$ cat config.mk
export PLATFORM = sky130hd
export DESIGN_NAME = sdram_avs_bridge
export DESIGN_NICKNAME = d
export VERILOG_FILES = /design/src/rtl/sdram_avs_bridge.sv
export SDC_FILE = /design/constraint.sdc
export NUM_CORES = 1
export LEC_CHECK = 0
export BUFFER_PORTS_ARGS = -buffer_cell sky130_fd_sc_hd__buf_2
export CAP_MARGIN = 20
export CORE_UTILIZATION = 55
export CTS_CLUSTER_DIAMETER = 120
export CTS_CLUSTER_SIZE = 25
export DETAILED_ROUTE_END_ITERATION = 6
export PLACE_DENSITY = 0.78
export SLEW_MARGIN = 20
export SYNTH_ARGS = -nofsm -noshare
export SYNTH_HDL_FRONTEND = slang
export SYNTH_SLANG_ARGS = --single-unit
$ cat constraint.sdc
create_clock -name clk -period 6.7 [get_ports clk]
set_input_delay 0.67 -clock clk [delete_from_list [all_inputs] [get_ports clk]]
set_output_delay 0.67 -clock clk [all_outputs]
set_load 0.01 [all_outputs]
$ cat src/rtl/sdram_avs_bridge.sv
// Avalon-MM slave front end for the SDRAM controller: show-ahead request FIFO toward the
// access FSM, in-order read data return, and host throttling on FIFO-full / read limit.
module sdram_avs_bridge #(
  parameter int AVS_DW      = 16,
  parameter int AVS_AW      = 25,
  parameter int FIFO_DEPTH  = 4,
  parameter int MAX_RD_PEND = 4,
  localparam int AVS_BYTE   = AVS_DW / 8
) (
  input  logic                clk,
  input  logic                reset,
  input  logic                avs_read,
  input  logic                avs_write,
  input  logic [AVS_AW-1:0]   avs_address,
  input  logic [AVS_DW-1:0]   avs_writedata,
  input  logic [AVS_BYTE-1:0] avs_byteenable,
  output logic                avs_waitrequest,
  output logic [AVS_DW-1:0]   avs_readdata,
  output logic                avs_readdatavalid,
  output logic                bus_req_valid,
  output logic                bus_req_write,
  output logic [AVS_AW-1:0]   bus_req_address,
  output logic [AVS_DW-1:0]   bus_req_writedata,
  output logic [AVS_BYTE-1:0] bus_req_byteenable,
  input  logic                bus_req_ready,
  input  logic                bus_resp_valid,
  input  logic [AVS_DW-1:0]   bus_resp_readdata,
  output logic                err_unexp_resp
);
  localparam int PW  = $clog2(FIFO_DEPTH);
  localparam int RPW = $clog2(MAX_RD_PEND + 1);

  typedef struct packed {
    logic                write;
    logic [AVS_AW-1:0]   address;
    logic [AVS_DW-1:0]   writedata;
    logic [AVS_BYTE-1:0] byteenable;
  } entry_t;

  entry_t         mem [FIFO_DEPTH];
  entry_t         head;
  logic [PW:0]    wr_ptr, rd_ptr;
  logic [RPW-1:0] rd_pend;
  logic           empty, full, rd_limit;
  logic           accept, rd_accept, push, pop, resp_dec;

  // Pointers carry one extra wrap bit so full and empty are distinguishable.
  assign empty    = (wr_ptr == rd_ptr);
  assign full     = (wr_ptr[PW] != rd_ptr[PW]) && (wr_ptr[PW-1:0] == rd_ptr[PW-1:0]);
  assign rd_limit = (rd_pend == RPW'(MAX_RD_PEND));

  // A simultaneous read+write is a write, so the read limit never blocks it.
  assign avs_waitrequest = reset | full | (avs_read & ~avs_write & rd_limit);
  assign accept    = (avs_read | avs_write) & ~avs_waitrequest;
  assign rd_accept = accept & avs_read & ~avs_write;
  assign push      = accept;
  assign pop       = bus_req_valid & bus_req_ready;
  assign resp_dec  = bus_resp_valid & (rd_pend != '0);

  assign head               = mem[rd_ptr[PW-1:0]];
  assign bus_req_valid      = ~empty;
  assign bus_req_write      = head.write;
  assign bus_req_address    = head.address;
  assign bus_req_writedata  = head.writedata;
  assign bus_req_byteenable = head.byteenable;

  always_ff @(posedge clk) begin
    if (push) begin
      mem[wr_ptr[PW-1:0]] <= '{write: avs_write, address: avs_address,
                               writedata: avs_writedata, byteenable: avs_byteenable};
    end
  end

  always_ff @(posedge clk) begin
    if (reset) begin
      wr_ptr            <= '0;
      rd_ptr            <= '0;
      rd_pend           <= '0;
      avs_readdatavalid <= 1'b0;
      avs_readdata      <= '0;
      err_unexp_resp    <= 1'b0;
    end else begin
      if (push) wr_ptr <= wr_ptr + 1'b1;
      if (pop)  rd_ptr <= rd_ptr + 1'b1;
      case ({rd_accept, resp_dec})
        2'b10:   rd_pend <= rd_pend + RPW'(1);
        2'b01:   rd_pend <= rd_pend - RPW'(1);
        default: rd_pend <= rd_pend;
      endcase
      avs_readdatavalid <= resp_dec;
      if (bus_resp_valid) avs_readdata <= bus_resp_readdata;
      if (bus_resp_valid && rd_pend == '0) err_unexp_resp <= 1'b1;
    end
  end
endmodule

* Word level (Yosys, flattened, before mapping)
Memory sizes are Yosys's and may differ from the RTL's. A register that Yosys moved wholly into a read port is not among the register bits.
Cells that the tools add are included.
** Cells by class
- Add/sub/neg operators :: 4
- Eq/ne operators :: 6
- Multiplexer cells :: 5
- Bitwise gates (word level) :: 13
- Reduce and logical (&&, ||, !) cells :: 5
** Operators with widths (number)
- $add A3 B1 Y3 const B :: 3
- $and A1 B1 Y1 :: 7
- $pmux W3 S2 :: 1
- $mux W2 :: 2
- $eq A3 B3 Y1 :: 1
- $eq A3 B3 Y1 const B :: 1
- $logic_not A3 Y1 :: 1
- $not A1 Y1 :: 3
- $or A1 B1 Y1 :: 3
- $reduce_bool A3 Y1 :: 1
- $sub A3 B1 Y3 const B :: 1
- $eq A2 B1 Y1 const B :: 1
- $eq A2 B2 Y1 :: 1
- $eq A2 B2 Y1 const B :: 1
- $logic_and A1 B1 Y1 :: 2
- $mux W1 :: 2
- $reduce_bool A2 Y1 :: 1
- $ne A1 B1 Y1 :: 1
** Word-level totals
- Register bits :: 27
- Memory bits (writable) :: 176
- Bits of input ports :: 65
- Output and inout port bits :: 64
- Word-level logic and storage cells :: 40
- Memories kept :: 1
** Memories
- mem :: depth 4, bits a word 44, read ports 1, clocked after memory_dff 1, wr ports 1, line 40 : entry_t mem [FIFO_DEPTH];

* Depth between registers and ports, before layout
Gate-level depths: netlist of the first run.
- Word-level depth :: 10
- Gate-level depth with buffers :: 11
- Gate-level depth less buffers :: 10

* Least setup slack after synthesis of the first run
Ideal clock, no wire load.
- Path type :: input -> register
- Start :: in reset
- End :: mem mem[0][0] (netlist name) (enable)
- Arrival time :: 4.600 ns
- Slack :: 1.591 ns
- Stages on the path :: 4
- Path buffers :: 2
- Path through :: clkbuf_1 or3_1 buf_6 nor3b_1
** On the way
- Longest elaborated chain between the ends :: 6
** RTL lines
- start, declared :: line 11 : input logic reset,
- $or A1 B1 Y1 (2 in a row) :: line 53 : assign avs_waitrequest = reset | full | (avs_read & ~avs_write & rd_limit);
- via avs_waitrequest :: line 17 : output logic avs_waitrequest,
- $not A1 Y1 :: line 54 : assign accept = (avs_read | avs_write) & ~avs_waitrequest;
- $and A1 B1 Y1 :: line 54
- $mux W1 :: line 68 : if (push) begin
- $mux W1 (implied by the code) :: line 69 : mem[wr_ptr[PW-1:0]] <= '{write: avs_write, address: avs_address,
- end, declared :: line 40
The timed path passes the listed nets, and every way through them passes these cells.

==> flow_summary.toml, run 1 <==
[sta]
rsz0062_at_grt = "no"
setup_viol = 0
min_period_ns = 2.89
finalClockSkew_ns = 0.0329
fmax_ghz = 0.346
worst_slack_ns = 3.81
slew_violations = 0
period_share = 0.431
worstMarginPinSlew_ns = 0.904
whs_ns = 0.422
relSlewSlack = 0.397
hold_viol = 0
tns_ns = 0

[final_layout]
drive_gt1_frac = 0.411
antenna_cells = 0
nFillCells = 915
area_growth_pct = 15.9
final_nets = 559
seqCellArea_sq_um = 5870
multi_input_area_sq_um = 1640

[grt]
grt_pass1_wl_microns = 19600
overflow = 0
grt_usage = 0.180
grt_pass1_vias = 3769
antenna_found_initial = 1
grt_start_max_net_pins = 45

[worst_setup_path]
crit_arrival_ns = 2.22
crit_type = "reg2out"
required_ns = 6.03
cp-start-kind = "register"
endpoint_kind = "output pin"
cp_max_fo = 44

[cts]
clkLatencyLatePin_ns = 0.46
ctsResizeCount = 0
cts_tree = "done"
cts.sinks = 205
cts_made_buffers = 12
htree_num_levels = 1
clk_pin_slew_ns = 0.09
cts.path.max_buffers = 3
cts-root-buf = "clkbuf_16"
cts-hold-fix-buffers = 0
cts_setup_buffers = 0

[outcome]
status = "finished clean"

[drt]
vias = 3642
drt_iter0_drc = 241
drc = 0
detail_route.wl_per_cell_microns = 18.9
via_per_inst = 5.48
route.antenna.remaining_nets = 0
wl_microns = 12600
first_pass_iters = 6

[die]
rows = 42
start_util = 0.568
core_area_sq_um = 13300
num_io_pins = 129
die_area_sq_um = 14300
die_x_microns = 119
die_h_microns = 119

[placement]
pre_cts_slack_ns = 3.53
dp_hpwl_microns = 7450
io_buffers = 128
globalplace.congestion = 0.704

[synthesis]
synth_area_leaders = "edfxtp_1 70%, mux4_2 13%, dfxtp_1 7.7%"
synth_top_cell_by_area = "edfxtp_1"
ys_types = 27
netlist_instances = 356
yosysTopAreaCellShare = 0.697
synth_seq_cells = 205
ys_seq_area_frac = 0.773
ys_warn_count = 0
synth_area_sq_um = 7590
synth_area_per_cell_sq_um = 21.3
synth_nets = 428

[flow_run]
timing.max_cap.violations = 0

[hold_path]
holdCritPathClass = "in2reg"

[power]
totalPowerFinal_mw = 2.84
ir_drop_v = 0.000304
power.leakage_nw = 3.11
power.density_nw_per_um2 = 323
-- report_power, final --
group | total [mW] | internal [mW] | switching, mW
registers | 1.57 | 1.48 | 0.0900
clock network | 0.740 | 0.360 | 0.380
logic | 0.534 | 0.284 | 0.250
-- Yosys cell counts --
cell	n
nor3_2	1
buf_2	5
nor3b_1	3
xor2_2	2
xnor2_1	1
inv_1	7
fa_1	1
nor3_1	2
o311ai_0	4
a21oi_1	3
o31ai_1	4
o21ai_0	2
or3_1	2
clkbuf_1	10
nor2b_1	1
mux2i_1	17
edfxtp_1	176
dfxtp_1	29
or3_2	1
xor2_1	5
buf_6	1
or3b_1	1
ha_1	6
nor2_1	26
mux4_2	44
nand3b_1	1
and2_1	1
-- per-layer routing --
metal	vias up	part of all wire	routed length (microns)	global-route usage
met5	-	0	0	0
met4	0	0.015	186	0.0289
met3	17	0.058	725	0.0359
met2	121	0.50	6320	0.317
met1	1829	0.42	5340	0.235
li1	1675	-	-	-
-- cell families (layout without fill, tap and decap cells) --
group / after synthesis / in the layout / share of synthesized area
adder cells (fa/ha/maj): 7 / 7 / 0.0125
XOR/XNOR: 8 / 8 / 0.0112
AND/OR/NAND/NOR: 39 / 39 / 0.0249
multiplexers: 61 / 61 / 0.153
flip-flops: 205 / 205 / 0.773
AO/OA/AOI/OAI: 13 / 13 / 0.0119
buffers and inverters: 23 / 156 / 0.0132
-- layout make-up --
class	count	area share
clock buffer	15	0.0379
timing repair buffer	133	0.0771
clock inverter	1	0.00228
inverter	7	0.00299
tap	176	0.0250
sequential	205	0.668
multi-input combinational	128	0.187
-- path summary, 6_finish.rpt --
kind                                              startpoint                            to  slack (ns)  cells after the start
worst max-delay path                                register            bus_req_address[8]        3.81                      2
worst min register to register  avs_readdata[3]$_SDFFE_PP0P_  avs_readdata[3]$_SDFFE_PP0P_        0.50                      2
worst max register to register        wr_ptr[0]$_SDFFE_PP0P_       rd_pend[2]$_SDFFE_PP0P_        3.89                     10
worst min-delay path                         avs_address[19]          mem[2][37]$_DFFE_PP_        0.42                      1
-- critical path: stages, from the launching register on --
cell,delay (ns)
dfxtp_4,0.95
mux4_2,0.63
buf_2,0.16
-- cells in the final DEF (no fill, tap or decap), drive strengths merged --
master and instances:
nor3b 3, nor3 3, edfxtp 176, or3b 1, o21ai 2, xor2 7
nor2 26, fa 1, mux2i 17, xnor2 1, buf 133, dfxtp 29
nand3b 1, and2 1, clkbuf 15, a21oi 3, nor2b 1, or3 3
o31ai 4, o311ai 4, mux4 44, ha 6, inv 8
-- sequential cells by signal, indices dropped and copies added (netlist names), named ones only --
name / cells
wr_ptr: 3
avs_readdata: 16
rd_pend: 3
avs_readdatavalid: 1
mem: 176
err_unexp_resp: 1
rd_ptr: 3
-- through the flow --
stage                     cells  cell area, sq um  utilization
after floorplan             356              7590            -
after CTS                   665              8790        0.659
after detailed placement    649              8440        0.632
final                       665              8790        0.659
after global placement      649              8440        0.632
after global routing        665              8790        0.659
Note: power is estimated with default switching activity, not from simulation.
==> run 2: changes to the inputs <==
Settings changed: CORE_UTILIZATION 55 to 50, PLACE_DENSITY 0.78 to 0.75.
Clock period 6.7 ns to 2.4 ns, I/O delays scaled along.
==> run 2 against run 1 <==
The flow now finishes with violations (design-rule violations, negative setup slack). Register-to-register slack lost 3.9 ns. Power grew to 2.9 times the previous value. Worst hold slack worse by 0.41 ns. Clock skew shrank 0.0090 ns. Final area is 8.0% higher. Largest power group unchanged. Highest routed layer unchanged.
==> flow_summary.toml, run 2 (synthesis gave the netlist of run 1 again) <==
[drt]
via_per_inst = 5.35
drt_iter0_drc = 246
vias = 3925
drc = 20
detail_route.wl_per_cell_microns = 18.7
first_pass_iters = 6
route.antenna.remaining_nets = 0
wl_microns = 13700

[sta]
worstMarginPinSlew_ns = 0.626
worst_slack_ns = -0.0187
min_period_ns = 2.42
fmax_ghz = 0.413
hold_viol = 0
setup_viol = 1
finalClockSkew_ns = 0.0239
period_share = 1.01
relSlewSlack = 0.578
slew_violations = 0
whs_ns = 0.0129
rsz0062_at_grt = "yes"

[placement]
dp_hpwl_microns = 8390
globalplace.congestion = 0.722
pre_cts_slack_ns = -0.0732
placed_cells = 672
io_buffers = 128

[final_layout]
area_growth_pct = 25.2
final_cell_mix = "176 x edfxtp_1, 128 x buf_2, 44 x mux4_2"
mostFrequentLayoutCell = "edfxtp_1"
antenna_cells = 0
final_nets = 615
instances_no_fill = 733
largest_register_ffs = 176
utilization = 0.648
drive_gt1_frac = 0.424

[cts]
htree_num_levels = 1
clk_pin_slew_ns = 0.10
cts.path.max_buffers = 3
cts_made_buffers = 12
cts-root-buf = "clkbuf_16"
cts_tree = "done"
cts.sinks = 205
clkLatencyLatePin_ns = 0.45

[worst_setup_path]
ff2ff_setup_slack_ns = -0.02
r2r-start = "rd_ptr[1]$_SDFFE_PP0P_"
ff2ff_path_depth = 10
crit_arrival_ns = 2.81
endpoint_kind = "register"
crit_start = "rd_ptr[1]$_SDFFE_PP0P_"
cp_max_fo = 2
required_ns = 2.79
crit_type = "reg2reg"
cp-start-kind = "register"
reg2reg_to = "rd_pend[2]$_SDFFE_PP0P_"

[die]
rows = 44
core_area_sq_um = 14600
die_x_microns = 125
die_area_sq_um = 15700
num_io_pins = 129
start_util = 0.518
die_h_microns = 125

[grt]
grt_pass1_wl_microns = 21500
antenna_found_initial = 0
overflow = 0
grt_pass1_vias = 4147
grt_start_max_net_pins = 45
grt_usage = 0.174

[hold_path]
holdCritPathClass = "in2reg"
hold_path.startpoint = "avs_writedata[2]"
holdPathStages = 1
hold_path_end = "mem[0][4]$_DFFE_PP_"

[power]
combPwrFrac = 0.224
internal-power_mw = 6.13
ir_drop_v = 0.000530
seq_power_share = 0.519
power.leakage_nw = 3.40
p_sw_frac = 0.257
p_sw_mw = 2.12
p_clk_frac = 0.257
power.density_nw_per_um2 = 868

[outcome]
status = "finished with violations"
violations = "design-rule violations, negative setup slack"

[flow_run]
timing.max_cap.violations = 0
run 2: per-stage QoR:
stage	setup TNS, ns	instance area, sq um	power, mW
3_3_place_gp	0	8660	6.07
6_report	-0.0187	9490	8.24
3_5_place_dp	-0.0905	8660	6.12
2_1_floorplan	-51.74	7630	5.42
5_1_grt	-0.186	9490	8.61
4_1_cts	-0.0475	9440	8.34
run 2: area by class of cell:
class / instances / area [sq um]
flip-flops and latches: 205 / 5890
fillers: 997 / 5150
multi-input cells: 128 / 1720
repair buffers: 189 / 1260
clock buffers: 19 / 348
well taps: 184 / 230
inverters: 7 / 26.3
clock inverters: 1 / 20.0
run 2: worst max path at each step:
stage	cells past startpoint	endpoint
floorplan	5	mem[0][0]$_DFFE_PP_
global placement	10	rd_pend[2]$_SDFFE_PP0P_
detailed placement	10	rd_pend[2]$_SDFFE_PP0P_
CTS	10	rd_pend[2]$_SDFFE_PP0P_
global route	10	rd_pend[2]$_SDFFE_PP0P_
finish	10	rd_pend[2]$_SDFFE_PP0P_
run 2: power by group through the flow:
stage | combinational, mW | clock [mW] | sequential [mW]
after global routing | 1.99 | 2.30 | 4.31
final | 1.84 | 2.12 | 4.28
after detailed placement | 1.77 | 0 | 4.36
after CTS | 1.87 | 2.19 | 4.28
after global placement | 1.73 | 0 | 4.34
after floorplan | 1.14 | 0 | 4.28
run 2: timing repair:
| action | in CTS | in global routing |
|---|---|---|
| hold buffers | 34 | 1 |
| endpoints found under the hold margin | 123 | 4 |
| pin swaps | 9 | 4 |
| resized for setup | 9 | 6 |
| setup buffers | 5 | 1 |
| setup endpoints to repair | 2 | 2 |
run 2: routing by layer:
layer / share of wire / global-route usage
met5: 0 / 0
met4: 0.0068 / 0.0208
met3: 0.056 / 0.0291
met2: 0.51 / 0.310
met1: 0.43 / 0.234
run 2: critical path: stages, from the launching register on:
cell	delay [ns]
dfxtp_4	0.38
xor2_4	0.21
nor3_4	0.05
or3_1	0.38
or3b_1	0.36
ha_2	0.20
inv_2	0.06
fa_2	0.19
xor2_1	0.07
or3_1	0.33
a21oi_2	0.12
==> run 3: changes to the inputs <==
Settings changed: CORE_UTILIZATION 50 to 40, HOLD_SLACK_MARGIN set to 0.05, PLACE_DENSITY 0.75 to unset.
==> run 3 against run 2 <==
The flow now finishes without violations. Combinational power increased by 5%. Utilization decreased by 11 points. Sequential power decreased by 0.9%. Wire length increased by 6.2%. Critical endpoint is now rd_pend[1]$_SDFFE_PP0P_. Largest power group unchanged. Highest routed layer unchanged.
==> flow_summary.toml, run 3 (synthesis gave the netlist of run 1 again) <==
[die]
die_h_microns = 140
die_x_microns = 140
num_io_pins = 129
die_area_sq_um = 19500
rows = 49
start_util = 0.415
core_area_sq_um = 18300

[worst_setup_path]
cp-start-kind = "register"
r2r-start = "rd_ptr[0]$_SDFFE_PP0P_"
cp_max_fo = 3
endpoint_kind = "register"
reg2reg_to = "rd_pend[1]$_SDFFE_PP0P_"
required_ns = 2.80
ff2ff_path_depth = 10
crit_type = "reg2reg"
crit_start = "rd_ptr[0]$_SDFFE_PP0P_"
ff2ff_setup_slack_ns = 0.02
crit_arrival_ns = 2.78

[sta]
worstMarginPinSlew_ns = 0.609
fmax_ghz = 0.420
setup_viol = 0
slew_violations = 0
rsz0062_at_grt = "yes"
tns_ns = 0
min_period_ns = 2.38
hold_viol = 0
period_share = 0.991
relSlewSlack = 0.590
finalClockSkew_ns = 0.0289
worst_slack_ns = 0.0214

[final_layout]
antenna_cells = 0
drive_gt1_frac = 0.412
largest_register_ffs = 176
mostFrequentLayoutCell = "edfxtp_1"
instances_no_fill = 800
final_cell_mix = "176 x edfxtp_1, 128 x buf_2, 59 x dlygate4sd3_1"
nFillCells = 1445
area_growth_pct = 28.7
utilization = 0.534
final_nets = 641

[power]
ir_drop_v = 0.000482
power.density_nw_per_um2 = 847
power.leakage_nw = 3.50
totalPowerFinal_mw = 8.27

[outcome]
status = "finished clean"

[grt]
antenna_found_initial = 0
grt_usage = 0.152
grtUsageMet2 = 0.269
overflow = 0
met3_usage = 0.0272
grt_pass1_wl_microns = 23000
grt_pass1_vias = 4304
grt_util_met1 = 0.196
grt_start_max_net_pins = 45
grt.busiest_layer = "met2"

[placement]
io_buffers = 128
globalplace.congestion = 0.758
placed_cells = 716
dp_hpwl_microns = 8710
pre_cts_slack_ns = -0.0184

[drt]
drt_iter0_drc = 190
via_per_inst = 5.03
vias = 4025
first_pass_iters = 4
drc = 0
route.antenna.remaining_nets = 0
wl_microns = 14600
detail_route.wl_per_cell_microns = 18.2

[hold_path]
holdPathStages = 2
hold_path.startpoint = "avs_write"
hold_path_end = "mem[2][43]$_DFFE_PP_"
holdCritPathClass = "in2reg"

[cts]
cts_made_buffers = 12
cts.sinks = 205
cts-root-buf = "clkbuf_16"
clk_pin_slew_ns = 0.09
htree_num_levels = 1
clkLatencyLatePin_ns = 0.47
cts_tree = "done"
cts.path.max_buffers = 3

[flow_run]
timing.max_cap.violations = 0
[run 3: worst max-delay path, cell delays in order (launching register included)]
cell and delay (ns):
dfxtp_4 0.39, xor2_4 0.19, nor3_4 0.05, or3_1 0.38, or3b_1 0.37, ha_2 0.19, inv_2 0.05, fa_2 0.42
nor2_1 0.13, a21oi_1 0.05, nor2_1 0.10
[run 3: cell type report]
class | instances | area [sq um] | share of cell area
clock buffer | 15 | 333 | 0.0341
clock inverter | 1 | 20.0 | 0.00205
inverter | 7 | 26.3 | 0.00269
multi-input combinational | 128 | 1710 | 0.175
sequential | 205 | 5890 | 0.603
tap | 229 | 287 | 0.0293
timing repair buffer | 215 | 1500 | 0.154
[run 3: worst max path at each step]
stage,to,slack [ns],cells past startpoint
floorplan,mem[0][0]$_DFFE_PP_,-0.31,5
global placement,rd_pend[2]$_SDFFE_PP0P_,0.05,10
finish,rd_pend[1]$_SDFFE_PP0P_,0.02,10
detailed placement,rd_pend[2]$_SDFFE_PP0P_,-0.02,10
global route,rd_pend[2]$_SDFFE_PP0P_,-0.06,10
CTS,rd_pend[2]$_SDFFE_PP0P_,0.004,10
[run 3: repair_timing]
action / 4_1_cts / 5_1_grt
buffers inserted: 3 / 6
endpoints found under the hold margin: 188 / 0
setup endpoints to repair: 1 / 2
resized for setup: 2 / 11
hold buffers: 59 / 0
pin swaps: 2 / 7
[run 3: metrics by stage]
step           hold WS [ns]  cell area [sq um]
2_1_floorplan         0.339               7630
3_3_place_gp          0.451               8700
3_5_place_dp          0.457               8700
4_1_cts              0.0993               9670
5_1_grt               0.104               9760
6_report              0.113               9760
[run 3: routing by layer]
metal	routed length (microns)	up-vias
li1	-	1850
met1	6340	2048
met2	7410	112
met3	590	15
met4	240	0
met5	0	-
[run 3: where the power goes]
group          switching, mW  internal (mW)  leakage (nW)
Combinational          0.941          0.999          1.48
Sequential             0.112           4.13          1.85
Clock                   1.08           1.00         0.172
Total                   2.14           6.13          3.50
